==> src/rtl/lite16_pkg.sv <==
// lite16_pkg: shared encodings, field positions and bundle type for the lite16 decode stage
package lite16_pkg;
  localparam int WORD = 16;
  localparam int REG_COUNT = 8;
  localparam int AW = 3;
  localparam int CLS_HI = 15, CLS_LO = 14;
  localparam int OP_HI = 13, OP_LO = 11;
  localparam int DST_HI = 10, DST_LO = 8;
  localparam int SA_HI = 7, SA_LO = 5;
  localparam int SB_HI = 4, SB_LO = 2;
  localparam int IMM_HI = 7, IMM_LO = 0;
  typedef enum logic [1:0] {CLS_R = 2'b00, CLS_I = 2'b01, CLS_CMP = 2'b10, CLS_ILL = 2'b11} cls_e;
  typedef struct packed {
    logic [2:0]      codeop;
    logic [WORD-1:0] a;
    logic [WORD-1:0] b;
    logic [WORD-1:0] rd;
    logic            ri;
    logic [AW-1:0]   dst;
    logic            wr_en;
    logic            is_cmp;
  } bundle_t;
  // R0 is never tracked, so its one-hot mask is empty
  function automatic logic [REG_COUNT-1:0] onehot(input logic [AW-1:0] r);
    return (r == '0) ? '0 : ({{(REG_COUNT-1){1'b0}}, 1'b1} << r);
  endfunction
endpackage

==> src/rtl/decode_stage_if.sv <==
// decode_stage_if: fetch handshake, write-back port and ALU operand bundle
interface decode_stage_if;
  import lite16_pkg::*;
  logic            instr_valid;
  logic [WORD-1:0] instr;
  logic            instr_ready;
  logic            wb_en;
  logic [AW-1:0]   wb_addr;
  logic [WORD-1:0] wb_data;
  logic            ex_valid;
  logic            ex_ready;
  logic [2:0]      codeop;
  logic [WORD-1:0] a;
  logic [WORD-1:0] b;
  logic [WORD-1:0] rd;
  logic            ri;
  logic [AW-1:0]   dst;
  logic            wr_en;
  logic            is_cmp;
  logic            illegal;
  modport slave (
    input  instr_valid, instr, wb_en, wb_addr, wb_data, ex_ready,
    output instr_ready, ex_valid, codeop, a, b, rd, ri, dst, wr_en, is_cmp, illegal
  );
  modport master (
    output instr_valid, instr, wb_en, wb_addr, wb_data, ex_ready,
    input  instr_ready, ex_valid, codeop, a, b, rd, ri, dst, wr_en, is_cmp, illegal
  );
endinterface

==> src/rtl/lite16_regfile.sv <==
// lite16_regfile: 8x16 register file, two read ports with write-back bypass, R0 hardwired to 0
module lite16_regfile import lite16_pkg::*; (
  input  logic            clk,
  input  logic            rst_n,
  input  logic [AW-1:0]   ra_i,
  input  logic [AW-1:0]   rb_i,
  input  logic            we_i,
  input  logic [AW-1:0]   wa_i,
  input  logic [WORD-1:0] wd_i,
  output logic [WORD-1:0] rda_o,
  output logic [WORD-1:0] rdb_o
);
  logic [WORD-1:0] mem_q [REG_COUNT];
  // commit write-back on the edge; R0 is never written
  always_ff @(posedge clk or negedge rst_n)
    if (!rst_n)
      for (int i = 0; i < REG_COUNT; i++) mem_q[i] <= '0;
    else if (we_i && wa_i != '0)
      mem_q[wa_i] <= wd_i;
  assign rda_o = (ra_i == '0) ? '0 : (we_i && wa_i == ra_i) ? wd_i : mem_q[ra_i];
  assign rdb_o = (rb_i == '0) ? '0 : (we_i && wa_i == rb_i) ? wd_i : mem_q[rb_i];
endmodule

==> src/rtl/decode_stage.sv <==
// decode_stage: lite16 decoder with register scoreboard, hazard stall and registered ALU bundle
module decode_stage import lite16_pkg::*; (
  input logic clk,
  input logic rst_n,
  decode_stage_if.slave io
);
  cls_e                 cls;
  logic [2:0]           op;
  logic [AW-1:0]        dst, sa, sb, ra;
  logic [7:0]           imm;
  logic [WORD-1:0]      rda, rdb;
  logic [REG_COUNT-1:0] pend_q, pend_d, clr, set, busy;
  bundle_t              bun_q, bun_d;
  logic                 ex_valid_q, illegal_q, hazard, ready, acc, legal;
  assign cls   = cls_e'(io.instr[CLS_HI:CLS_LO]);
  assign op    = io.instr[OP_HI:OP_LO];
  assign dst   = io.instr[DST_HI:DST_LO];
  assign sa    = io.instr[SA_HI:SA_LO];
  assign sb    = io.instr[SB_HI:SB_LO];
  assign imm   = io.instr[IMM_HI:IMM_LO];
  assign legal = cls != CLS_ILL;
  // I-type only reads R[dst] (for rd), so port A is shared between srcA and dst
  assign ra    = (cls == CLS_I) ? dst : sa;
  lite16_regfile u_rf (
    .clk   (clk),
    .rst_n (rst_n),
    .ra_i  (ra),
    .rb_i  (sb),
    .we_i  (io.wb_en),
    .wa_i  (io.wb_addr),
    .wd_i  (io.wb_data),
    .rda_o (rda),
    .rdb_o (rdb)
  );
  // scoreboard update and hazard; the bundle still waiting in the output register counts as busy
  always_comb begin
    clr    = io.wb_en ? onehot(io.wb_addr) : '0;
    set    = (ex_valid_q && io.ex_ready && bun_q.wr_en) ? onehot(bun_q.dst) : '0;
    pend_d = (pend_q & ~clr) | set;
    busy   = (pend_q & ~clr) | ((ex_valid_q && bun_q.wr_en) ? onehot(bun_q.dst) : '0);
    hazard = ((cls == CLS_R || cls == CLS_CMP) && (busy[sa] || busy[sb])) ||
             ((cls == CLS_R || cls == CLS_I) && busy[dst]);
    ready  = rst_n && (!ex_valid_q || io.ex_ready) && !hazard;
    acc    = io.instr_valid && ready;
  end
  // operand bundle for the instruction currently offered
  always_comb begin
    bun_d        = '0;
    bun_d.codeop = op;
    bun_d.a      = (cls == CLS_I) ? '0 : rda;
    bun_d.b      = (cls == CLS_I) ? {8'h00, imm} : rdb;
    bun_d.rd     = (cls == CLS_I && op[0]) ? {rda[WORD-1:8], 8'h00} : '0;
    bun_d.ri     = cls == CLS_I;
    bun_d.dst    = (cls == CLS_CMP) ? '0 : dst;
    bun_d.wr_en  = cls != CLS_CMP;
    bun_d.is_cmp = cls == CLS_CMP;
  end
  // output register, sticky illegal flag and pending bits
  always_ff @(posedge clk or negedge rst_n)
    if (!rst_n) begin
      ex_valid_q <= 1'b0;
      illegal_q  <= 1'b0;
      pend_q     <= '0;
      bun_q      <= '0;
    end else begin
      pend_q <= pend_d;
      if (acc && !legal) illegal_q <= 1'b1;
      if (!ex_valid_q || io.ex_ready) ex_valid_q <= acc && legal;
      if (acc && legal) bun_q <= bun_d;
    end
  assign io.instr_ready = ready;
  assign io.ex_valid    = ex_valid_q;
  assign io.codeop      = bun_q.codeop;
  assign io.a           = bun_q.a;
  assign io.b           = bun_q.b;
  assign io.rd          = bun_q.rd;
  assign io.ri          = bun_q.ri;
  assign io.dst         = bun_q.dst;
  assign io.wr_en       = bun_q.wr_en;
  assign io.is_cmp      = bun_q.is_cmp;
  assign io.illegal     = illegal_q;
endmodule
==> src/flat_wrapper.sv <==
// flat-port wrapper written by rule: the top's interface ports become plain ports
module decode_stage_flat import lite16_pkg::*;
  (clk, rst_n, io_instr_valid, io_instr, io_wb_en, io_wb_addr, io_wb_data, io_ex_ready, io_instr_ready, io_ex_valid, io_codeop, io_a, io_b, io_rd, io_ri, io_dst, io_wr_en, io_is_cmp, io_illegal);
  decode_stage_if io_i ();
  input logic clk;
  input logic rst_n;
  input wire logic [$bits(io_i.instr_valid)-1:0] io_instr_valid;
  input wire logic [$bits(io_i.instr)-1:0] io_instr;
  input wire logic [$bits(io_i.wb_en)-1:0] io_wb_en;
  input wire logic [$bits(io_i.wb_addr)-1:0] io_wb_addr;
  input wire logic [$bits(io_i.wb_data)-1:0] io_wb_data;
  input wire logic [$bits(io_i.ex_ready)-1:0] io_ex_ready;
  output wire logic [$bits(io_i.instr_ready)-1:0] io_instr_ready;
  output wire logic [$bits(io_i.ex_valid)-1:0] io_ex_valid;
  output wire logic [$bits(io_i.codeop)-1:0] io_codeop;
  output wire logic [$bits(io_i.a)-1:0] io_a;
  output wire logic [$bits(io_i.b)-1:0] io_b;
  output wire logic [$bits(io_i.rd)-1:0] io_rd;
  output wire logic [$bits(io_i.ri)-1:0] io_ri;
  output wire logic [$bits(io_i.dst)-1:0] io_dst;
  output wire logic [$bits(io_i.wr_en)-1:0] io_wr_en;
  output wire logic [$bits(io_i.is_cmp)-1:0] io_is_cmp;
  output wire logic [$bits(io_i.illegal)-1:0] io_illegal;
  assign io_i.instr_valid = io_instr_valid;
  assign io_i.instr = io_instr;
  assign io_i.wb_en = io_wb_en;
  assign io_i.wb_addr = io_wb_addr;
  assign io_i.wb_data = io_wb_data;
  assign io_i.ex_ready = io_ex_ready;
  assign io_instr_ready = io_i.instr_ready;
  assign io_ex_valid = io_i.ex_valid;
  assign io_codeop = io_i.codeop;
  assign io_a = io_i.a;
  assign io_b = io_i.b;
  assign io_rd = io_i.rd;
  assign io_ri = io_i.ri;
  assign io_dst = io_i.dst;
  assign io_wr_en = io_i.wr_en;
  assign io_is_cmp = io_i.is_cmp;
  assign io_illegal = io_i.illegal;
  decode_stage u_core (.clk(clk), .rst_n(rst_n), .io(io_i));
endmodule
==> config.mk <==
export PLATFORM = sky130hd
export DESIGN_NAME = decode_stage_flat
export DESIGN_NICKNAME = d
export VERILOG_FILES = /design/src/rtl/lite16_pkg.sv /design/src/rtl/decode_stage_if.sv /design/src/rtl/lite16_regfile.sv /design/src/rtl/decode_stage.sv /design/src/flat_wrapper.sv
export SDC_FILE = /design/constraint.sdc
export NUM_CORES = 1
export LEC_CHECK = 0
export CAP_MARGIN = 15
export CELL_PAD_IN_SITES_DETAIL_PLACEMENT = 1
export CELL_PAD_IN_SITES_GLOBAL_PLACEMENT = 1
export CORE_MARGIN = 2
export CORE_UTILIZATION = 42
export DETAILED_ROUTE_END_ITERATION = 8
export GPL_ROUTABILITY_DRIVEN = 0
export HOLD_SLACK_MARGIN = 0.02
export PLACE_DENSITY = 0.79
export SETUP_SLACK_MARGIN = 0.5
export SYNTH_ARGS = -nofsm -noshare
export SYNTH_HDL_FRONTEND = slang
export SYNTH_SLANG_ARGS = --single-unit
==> constraint.sdc <==
create_clock -name clk -period 2.8 [get_ports clk]
set_clock_uncertainty 0.15 [all_clocks]
set_input_delay 0.56 -clock clk [delete_from_list [all_inputs] [get_ports clk]]
set_output_delay 0.56 -clock clk [all_outputs]
set_load 0.02 [all_outputs]
==> results.md, run 1 <==
- Status: finished with violations
- Failing checks: negative setup slack
- Peak supply drop: 0.0003854 V
- Clock latency at the later pin of the worst-skew pair: around 0.45 ns
- Rows: 56
- Max Fanout on Critical Path: 3
- Nets: roughly 1,100
- Largest family of logic cells by synthesized area: multiplexers
- Max frequency: a little over 300 MHz
- Max-slew violations: 0
- Num CTS Buffers: 17
- CTS tree: done
- Post-synth EDFFs: 0
- Synth Area in Compound Gates: 0.09675
- Multiplexer area fraction after synthesis: 0.2647
- Worst setup SP type: input port
- Total track usage: 0.3016
- Xor/xnor share of the synthesized area: 0.005216
- Netlist cell types: 64
- Final Hold Viols: 0
- Reg2reg end: u_core.io.dst[0]
- Final Util: 0.5702
- CTS H-Tree Depth: 4
- Placement-stage cell area: around 0.012 sq mm
- Count of state elements after synthesis: 186
- Seq/Total Area, Yosys: 0.4620
- Setup Viol. Count Final: 51
- Worst EP required: between 2 and 2.5 ns
- Power per standard cell area: around 750 mW/mm^2
- Final HPWL DP: 22,640 um
- Slew @ Worst Pin: 0.8092 ns
- DRT iter0 DRCs: 929
- DR DRC count: 0
- WL final: 40,510 um
- Core area: 0.02354 sq mm
- Synth Area in Adders: 0
- Final std cells w/o fill: 1,422
- Root Buffer: clkbuf_16
- Relative slew margins: 0.4606
- Vias: 8,824
- Async S/R FF share, synth: 1.000
- Avg Cell Area, Syn: 11.17 sq um
- Synth Flop Type: dfrtp_1
- # fillers: 2,436
- Pint: 6488 uW
- Simple logic cell fraction of the synthesized area: 0.1172
- Via density: 6.205
- Worst Reg2Reg Path Length in Cells: 14
- Worst hold path class: in -> async
- Layout cells sized above 1: 0.3735
- Number of global-route vias before repair: 9,315
- Highest routing layer actually used: met4
- R2r setup slk: -0.37 ns
- Psw: around 3500 uW
- Arr. time, crit path: 2.50 ns
- M1 wire length: 15,770 um
- Power share of the clock group: 0.245
- Met2 WL: 19,300 um
- Placed Instances: 1,354
- Clk slew on worst S/H paths: 0.07 ns
- Routed wire per std cell: 28.49 um
- WHS: 0.1786 ns
- Combinational share of power: 0.365
- Post-DRT Antenna Nets: 0
- Fin area: 0.01342 sq mm
- Sw frac: 0.3522
- Seq pwr share: 0.390
- Clock sink count: 186
- Leak Pwr: 0.006046 uW
- Die area: around 0.025 sq mm
- Die X: between 150 and 200 um
- Initial core utilization: 0.4279
- Area delta synth->final: 33.25%
- CP Class: in -> out
- Port Buffers: a little over 90
- Inserted Diodes: 0
- Largest net degree at the start of global routing: ~140
- First-pass GRT wire length: 58,170 um
- Crit share post-route: 1.147
- Syn Inst Count: 902
- Post-place setup slack: -1.049 ns
- Ports: 100
- Setup WS post-layout: -0.4110 ns
- Routed met3 length: 3424 um
- RR Startpoint: u_core.io.dst[1]
- Maximum clock insertion buffer count: 2
- Initial antenna violation count: 0
- First-pass DRT Iterations: 7
- Die Height: 158.9 um
- Total grt overflow: 0
- RSZ-0062 raised after global routing: true
- Max cap viols: 0
- YS warnings: 0
- Setup crit end kind: output port
- Cell Area, Synth: 0.01007 sq mm
- Final min period: 3.211 ns
-- power by group through the flow --
stage               clock network [uW]  registers (uW)  logic, uW
floorplan                            0            4020       1530
global placement                     0            3800       3070
detailed placement                   0            3850       3190
CTS                               2450            3810       3400
global route                      2580            3950       3820
finish                            2450            3910       3660
-- registers in the layout, indices dropped and copies added, names as in the netlist --
| name | cells |
|---|---|
| u_core.io.rd | 8 |
| u_core.io.ri | 1 |
| u_core.io.illegal | 1 |
| u_core.io.a | 16 |
| u_core.io.codeop | 3 |
| u_core.pend_q | 7 |
| u_core.io.b | 16 |
| u_core.u_rf.mem_q | 128 |
| u_core.io.ex_valid | 1 |
| u_core.io.wr_en | 1 |
| u_core.io.dst | 3 |
| u_core.io.is_cmp | 1 |
-- critical path: stages --
cell and delay [ns]:
clkdlybuf4s50_1 0.49, or2_2 0.39, a221oi_2 0.29, o31ai_1 0.17, o211ai_1 0.13, buf_4 0.17
o211a_4 0.17, buf_6 0.11
-- synthesized netlist by cell type (4+ instances only) --
library cell | number | share of area
mux2_4 | 30 | 0.045
nand2b_1 | 6 | 0.0037
nor2_1 | 42 | 0.016
o21ai_1 | 4 | 0.0020
mux2i_1 | 56 | 0.056
o21ai_0 | 17 | 0.0084
a211oi_1 | 25 | 0.019
nor3_1 | 22 | 0.011
mux2_1 | 6 | 0.0067
a22oi_1 | 5 | 0.0037
clkbuf_2 | 8 | 0.0040
inv_1 | 8 | 0.0030
xnor2_1 | 4 | 0.0035
a21oi_1 | 33 | 0.016
clkbuf_1 | 51 | 0.019
a221oi_1 | 7 | 0.0061
o211ai_1 | 19 | 0.014
buf_2 | 11 | 0.0055
dfrtp_1 | 186 | 0.46
mux2_2 | 85 | 0.095
nand2_1 | 142 | 0.053
mux4_2 | 27 | 0.060
buf_4 | 14 | 0.010
nor2b_1 | 11 | 0.0068
buf_1 | 9 | 0.0034
o22ai_1 | 13 | 0.0081
or3_1 | 7 | 0.0043
-- cell type report --
cell class / instances / area [sq um] / share of cell area
clock buffers: 18 / 439.2 / 0.03272
clock inverters: 14 / 138.9 / 0.01035
flip-flops and latches: 186 / 4658 / 0.3470
repair buffers: 260 / 2519 / 0.1876
multi-input cells: 616 / 5236 / 0.3901
inverters: 9 / 33.78 / 0.002517
well taps: 319 / 399.1 / 0.02973
-- logic make-up after synthesis --
group	Yosys count
xor+xnor	6
simple gates	255
flops	186
buf+inv	107
mux	205
other cells	1
compound gates	142
-- per-stage QoR --
step                      setup TNS, ns  total power, uW
final                            -16.35            10020
after global routing             -18.22            10340
after CTS                        -5.627             9659
after detailed placement         -41.64             7040
after global placement           -34.89             6867
after floorplan                  -8.122             5549
-- placed cells by master (no fill, tap or decap), types with 19 or more instances in the layout --
cell / n
mux4_2: 27
a21oi_1: 32
a211oi_1: 25
mux2_2: 80
mux2i_1: 53
buf_4: 134
clkdlybuf4s50_1: 75
mux2_4: 41
dfrtp_1: 183
nand2_1: 142
nor2_1: 40
o211ai_1: 19
clkbuf_16: 19
-- worst max-delay path by stage --
stage	start	to	slack [ns]	cells past startpoint
2_1_floorplan	io_wb_addr[1]	u_core.io.b[10]	-0.21	10
3_3_place_gp	io_wb_addr[2]	io_instr_ready	-0.95	7
3_5_place_dp	io_wb_addr[2]	io_instr_ready	-1.05	8
4_1_cts	u_core.io.ex_valid	io_instr_ready	-0.22	6
5_1_grt	io_wb_addr[1]	io_instr_ready	-0.44	9
6_report	io_instr[2]	io_instr_ready	-0.41	8
-- timing repair --
action / CTS / global route
endpoints found under the setup margin: 56 / 53
hold endpoints to repair: 8 / 0
pin swaps: 18 / 16
resized for setup: 75 / 39
cloned: 4 / 2
hold buffers: 2 / 0
buffers inserted: 19 / 9
-- layer usage --
metal	vias to the layer above	global-route usage
li1	3580	-
met1	4539	0.3820
met2	542	0.4915
met3	163	0.07315
met4	0	0.1351
met5	-	0
Power figures use the tool's default switching activity.
==> run 2, diff against run 1 <==
--- a/config.mk
+++ b/config.mk
@@ -12,8 +12,9 @@
 export CORE_UTILIZATION = 42
 export DETAILED_ROUTE_END_ITERATION = 8
 export GPL_ROUTABILITY_DRIVEN = 0
+export GPL_TIMING_DRIVEN = 0
 export HOLD_SLACK_MARGIN = 0.02
-export PLACE_DENSITY = 0.79
+export PLACE_DENSITY = 0.88
 export SETUP_SLACK_MARGIN = 0.5
 export SYNTH_ARGS = -nofsm -noshare
 export SYNTH_HDL_FRONTEND = slang
==> run 2 against run 1 <==
  * The run ends with negative hold slack, negative setup slack left
  * Non-clock buffer count fell by 7
  * Via count rose by 12%
  * Register-to-register slack got worse by 0.13 ns
  * Combinational power rose by 6.0%
  * Critical path type is now in -> reg
  * Critical endpoint is now u_core.io.b[3]
  * Sequential power rose by 3%
  * Clock power rose by 7%
  * Critical path depth rose by 1
  * Final cell count fell by 0.35%
  * Sequential share of layout area rose by 0.12 points
==> results.md, run 2 (synthesis gave the netlist of run 1 again) <==
- Max Fanout on Critical Path: 10 (+7)
- Peak supply drop: 0.0003936 V (+2.1%)
- Most common cell after layout, fill and taps aside: dfrtp_1
- Final std cells w/o fill: 1,417 (-0.35%)
- Crit path max-delay cell type: a21oi_1
- CP bufs+invs: 4 (+1)
- Nets: 1,123 (-0.62%)
- Arr. time, crit path: 3.64 ns (+1.14 ns)
- Maximum clock insertion buffer count: 2 (unchanged)
- Total grt overflow: 0 (unchanged)
- Placement-stage cell area: 0.01135 sq mm (-6.2%)
- Leak Pwr: 0.005992 uW (-0.89%)
- Top reg by flops: u_core.u_rf.mem_q
- First-pass DRT Iterations: 6 (-1)
- Relative slew margins: 0.3419 (-0.1186)
- First-pass GRT wire length: 69,500 um (+19%)
- Cell Chain, Critical Path: clkdlybuf4s50_1 > buf_2 > clkbuf_4 > clkinv_2 > o211ai_1 > a211oi_1 > a21oi_1 > o21ai_1 > mux2_4
- Final min period: 3.449 ns (+0.2377 ns)
- Setup crit end kind: flop
- Post-Route Setup TNS: -25.77 ns (-9.420 ns)
- Die X: 158.9 um (unchanged)
- Worst EP required: 3.00 ns (+0.91 ns)
- Final Hold Viols: 66 (+66)
- Failing checks: negative hold slack, negative setup slack
- Port Buffers: 75 (-18%)
- Max frequency: 290.0 MHz (-6.9%)
- # fillers: 2,436 (unchanged)
- Number of global-route vias before repair: 10,094 (+8.4%)
- Status: finished with violations
- Initial antenna violation count: 3 (+3)
- Rows: 56 (unchanged)
- Area delta synth->final: 32.84%
- Layout cells sized above 1: 0.3704 (-0.003089)
- Power per standard cell area: 786.3 mW/mm^2 (+5.4%)
- Largest stage delay, worst path: 0.61 ns (+0.12 ns)
- Die area: 0.02524 sq mm (unchanged)
- Max cap viols: 0 (unchanged)
- Initial core utilization: 0.4279 (unchanged)
- Max-slew violations: 0 (unchanged)
- Clock latency at the later pin of the worst-skew pair: 0.46 ns (about the same)
- WL final: 52,550 um (+30%)
- Clk slew on worst S/H paths: 0.07 ns (about the same)
- Total power: 10,520 uW (+5.0%)
- Setup Viol. Count Final: 51 (unchanged)
- RSZ-0062 raised after global routing: true
- CTS tree: done
- Most frequent cells in the layout: dfrtp_1 (182), nand2_1 (140), mux2_2 (80), buf_4 (66), clkdlybuf4s50_1 (57)
- Setup WS post-layout: -0.6487 ns (-0.2377 ns)
- Crit share post-route: 1.232 (+0.08489)
- Largest register FFs: 128 (unchanged)
- DR DRC count: 0 (unchanged)
- Placed Instances: 1,305 (-3.6%)
- Total track usage: 0.3738 (+0.07222)
- Root Buffer: clkbuf_16
- Worst hold path class: in -> async
- Routed wire per std cell: 37.08 um (+30%)
- Via density: 6.982 (+13%)
- Post-DRT Antenna Nets: 0 (unchanged)
- CP top delay family: buffers and inverters
- Post-place setup slack: -1.810 ns (-0.7611 ns)
- WHS: -0.09869 ns (-0.2773 ns)
- Slew @ Worst Pin: 0.9871 ns (+0.1780 ns)
- CP Class: in -> reg
- Clock sink count: 186 (unchanged)
- Die Height: 158.9 um (unchanged)
- Crit. Startpoint: io_instr[4]
- Ports: 100 (unchanged)
- Num CTS Buffers: 17 (unchanged)
- Core area: 0.02354 sq mm (unchanged)
- RR Startpoint: u_core.io.dst[1]
- DRT iter0 DRCs: 1,637 (+76%)
- Largest net degree at the start of global routing: 69 (-49%)
- CTS H-Tree Depth: 4 (unchanged)
- Final HPWL DP: 23,190 um (+2.5%)
- Vias: 9,893 (+12%)
- Fin area: 0.01338 sq mm (-0.31%)
- Worst setup SP type: input port
## run 2: cell types whose count changed in the layout (fill, tap and decap cells not counted), sizes merged, moves of 2 or more
cell           delta
diode             +2
clkbuf           +58
clkdlybuf4s50    -18
dlygate4sd2       +2
clkinv            -4
buf              -45
dlygate4sd3       -2
## run 2: final cells by class
class	instances	area [sq um]	share of cell area
timing repair buffer	155	1568	0.1171
tap	319	399.1	0.02982
inverter	9	35.03	0.002618
antenna	2	5.005	0.0003740
sequential	186	4659	0.3482
buffer	98	740.7	0.05535
clock buffer	21	460.4	0.03441
clock inverter	11	135.1	0.01010
multi-input combinational	616	5380	0.4020
## run 2: path summary, 6_finish.rpt
path,to,slack (ns),cells after the start
max,u_core.io.b[3],-0.65,9
min in group clk,u_core.u_rf.mem_q[99],0.29,3
max in group asynchronous,u_core.io.dst[1],1.70,2
min reg2reg,u_core.u_rf.mem_q[124],0.31,1
min,u_core.io.b[10],-0.1,1
max reg2reg,u_core.io.a[11],-0.50,11
## run 2: through the flow
stage	util	hold WS (ns)
2_1_floorplan	-	0.1144
3_3_place_gp	0.4800	0.2851
6_report	0.5685	-0.09869
5_1_grt	0.5683	-0.06817
4_1_cts	0.5565	-0.05249
3_5_place_dp	0.4820	0.2981
## run 2: metal layers
layer	track usage	part of all wire	vias up
met5	0	0.00011	-
met4	0.2558	0.11	2
met3	0.1387	0.14	442
met2	0.5802	0.43	1069
met1	0.4307	0.33	4814
li1	-	-	3566
## run 2: repair_timing
action | 4_1_cts | 5_1_grt
hold endpoints to repair | 66 | 66
cloned | 4 | 0
resized for setup | 190 | 44
endpoints found under the setup margin | 130 | 122
pin swaps | 18 | 15
buffers inserted | 57 | 17
## run 2: power breakdown
group          switching (uW)  internal [uW]
clock network            1230           1380
logic                    2050           1830
registers                 710           3320
total                    4000           6530
## run 2: worst reg2reg max path, cell delays in order (launching register included)
cell and delay [ns]:
dfrtp_2 0.50, nor2_2 0.26, a22oi_2 0.15, mux4_2 0.57
and4_4 0.27, buf_4 0.15, o2111ai_4 0.29, nor2_8 0.08
buf_12 0.16, buf_12 0.12, buf_16 0.14, mux2_4 0.32
==> run 3, diff against run 2 <==
--- a/config.mk
+++ b/config.mk
@@ -8,6 +8,7 @@
 export CAP_MARGIN = 15
 export CELL_PAD_IN_SITES_DETAIL_PLACEMENT = 1
 export CELL_PAD_IN_SITES_GLOBAL_PLACEMENT = 1
+export CORE_ASPECT_RATIO = 0.5
 export CORE_MARGIN = 2
 export CORE_UTILIZATION = 42
 export DETAILED_ROUTE_END_ITERATION = 8
==> run 3 against run 2 <==
  * The run still ends with negative hold slack, negative setup slack left
  * Worst hold slack lost 0.057 ns
  * Final cell count decreased by 0.92%
  * Wire length decreased by 2.5%
  * Critical path type unchanged
  * Largest cell class unchanged
  * Largest power group unchanged
==> results.md, run 3 (synthesis gave the netlist of run 1 again) <==
- Arr. time, crit path: 3.76 ns (+0.12 ns)
- First-pass GRT wire length: 69,390 um (-0.15%)
- Top reg by flops: u_core.u_rf.mem_q
- Leak Pwr: 0.006005 uW (+0.21%)
- Number of global-route vias before repair: 10,519 (+4.2%)
- Status: finished with violations
- Cell Chain, Critical Path: buf_4 > nor2b_4 > buf_6 > mux2i_2 > buf_6 > buf_4 > nand2_2 > o22ai_1 > nor3_2 > nor3_1 > mux2_4
- Max cap viols: 0 (unchanged)
- Reg2reg end: u_core.io.b[14]
- CP top delay family: simple AND/OR/NAND/NOR gates
- Worst setup SP type: input port
- Area of the multi-input gates: 0.005331 sq mm (-0.91%)
- Maximum clock insertion buffer count: 2 (unchanged)
- Failing checks: negative hold slack, negative setup slack
- Total power: 10,810 uW (+2.7%)
- Routed wire per std cell: 36.51 um (-1.6%)
- Clock latency at the later pin of the worst-skew pair: 0.49 ns (+0.03 ns)
- Num CTS Buffers: 17 (unchanged)
- RR Startpoint: u_core.io.dst[2]
- WHS: -0.1561 ns (-0.05740 ns)
- Initial core utilization: 0.4347 (+0.006722)
- Die area: 0.02532 sq mm (+0.29%)
- Peak supply drop: 0.0004868 V (+24%)
- Root Buffer: clkbuf_16
- DRT iter0 DRCs: 1,658 (+1.3%)
- Via density: 7.132 (+2.2%)
- Final HPWL DP: 23,240 um (+0.19%)
- Setup crit end kind: flop
- Nets: 1,123 (unchanged)
- Most common cell after layout, fill and taps aside: dfrtp_1
- Layout cells sized above 1: 0.3677 (-0.002737)
- Die X: 223.0 um (+40%)
- DR DRC count: 0 (unchanged)
- CP Class: in -> reg
- Area delta synth->final: 32.86% (about the same)
- Die Height: 113.5 um (-29%)
- Largest register FFs: 128 (unchanged)
- Relative slew margins: 0.3604 (+0.01845)
- Core area: 0.02318 sq mm (-1.5%)
- Largest net degree at the start of global routing: 70 (+1.4%)
- Worst EP required: 3.07 ns (+0.07 ns)
- RSZ-0062 raised after global routing: true
- Initial antenna violation count: 4 (+1)
- Max-slew violations: 0 (unchanged)
- Register area: 0.004658 sq mm (about the same)
- Post-Route Setup TNS: -16.58 ns (+9.181 ns)
- Power per standard cell area: 807.6 mW/mm^2 (+2.7%)
- Vias: 10,014 (+1.2%)
- Most frequent cells in the layout: dfrtp_1 (183), nand2_1 (140), mux2_2 (80), buf_4 (65), clkdlybuf4s50_1 (54)
- Crit share post-route: 1.247 (+0.01530)
- R2r setup slk: -0.39 ns (+0.11 ns)
- Total grt overflow: 0 (unchanged)
- First-pass DRT Iterations: 5 (-1)
- Slew @ Worst Pin: 0.9595 ns (-0.02767 ns)
- Clock sink count: 186 (unchanged)
- Worst Reg2Reg Path Length in Cells: 12 (+1)
- Port Buffers: 75 (unchanged)
- WL final: 51,260 um (-2.5%)
- Setup Viol. Count Final: 51 (unchanged)
- Final min period: 3.492 ns (+0.04284 ns)
- Crit path max-delay cell type: o22ai_1
- Worst hold path class: in -> async
- Max Fanout on Critical Path: 10 (unchanged)
- Ports: 100 (unchanged)
- CTS H-Tree Depth: 4 (unchanged)
- CTS tree: done
- Total track usage: 0.3760 (+0.002194)
- CP bufs+invs: 4 (unchanged)
- Clk slew on worst S/H paths: 0.08 ns (about the same)
- Post-DRT Antenna Nets: 0 (unchanged)
- Final Hold Viols: 67 (+1.5%)
- Max frequency: 286.4 MHz (-1.2%)
- Post-place setup slack: -1.929 ns (-0.1191 ns)
- # fillers: 2,348 (-3.6%)
- Largest stage delay, worst path: 0.76 ns (+0.15 ns)
- Setup WS post-layout: -0.6915 ns (-0.04284 ns)
- Rows: 39 (-30%)
==> run 3: power breakdown <==
part           total, uW  internal, uW  switching [uW]
logic               3890          1860            2030
clock network       2910          1620            1280
registers           4010          3310             699
total              10800          6790            4020
==> run 3: area by class of cell <==
| class | instances | share of cell area |
|---|---|---|
| antenna | 1 | 0.0001870 |
| buffer | 98 | 0.05739 |
| clock buffer | 19 | 0.03309 |
| clock inverter | 13 | 0.01598 |
| inverter | 9 | 0.002617 |
| multi-input combinational | 616 | 0.3983 |
| sequential | 186 | 0.3480 |
| tap | 307 | 0.02870 |
| timing repair buffer | 155 | 0.1157 |
==> run 3: worst max-delay path by stage <==
| stage | slack, ns | start | to | depth (start not counted) |
|---|---|---|---|---|
| floorplan | -0.21 | io_wb_addr[1] | u_core.io.b[10] | 10 |
| global placement | -7.14 | rst_n | io_instr_ready | 5 |
| detailed placement | -1.93 | io_instr[14] | u_core.io.a[7] | 10 |
| CTS | -0.23 | u_core.io.ex_valid | io_instr_ready | 7 |
| global route | -0.62 | io_instr[14] | u_core.io.rd[12] | 11 |
| finish | -0.69 | io_instr[14] | u_core.io.rd[12] | 11 |
==> run 3: timing repair <==
action,CTS,global route
cloned,5,0
resized for setup,205,31
pin swaps,23,11
buffers inserted,63,11
endpoints found under the hold margin,67,67
endpoints found under the setup margin,129,91
==> run 3: through the flow <==
| stage | utilization | std cells | cell area [sq um] |
|---|---|---|---|
| 3_5_place_dp | 0.4886 | 1292 | 11320 |
| 5_1_grt | 0.5774 | 1403 | 13380 |
| 3_3_place_gp | 0.4869 | 1291 | 11290 |
| 6_report | 0.5775 | 1404 | 13390 |
| 2_1_floorplan | - | 909 | 10150 |
| 4_1_cts | 0.5680 | 1392 | 13170 |
==> run 3: metal layers <==
layer,part of all wire,global-route usage,routed length [um]
met1,0.35,0.4430,17920
met2,0.42,0.5842,21600
met3,0.15,0.1370,7455
met4,0.083,0.2519,4273
met5,0.00027,0.009488,14
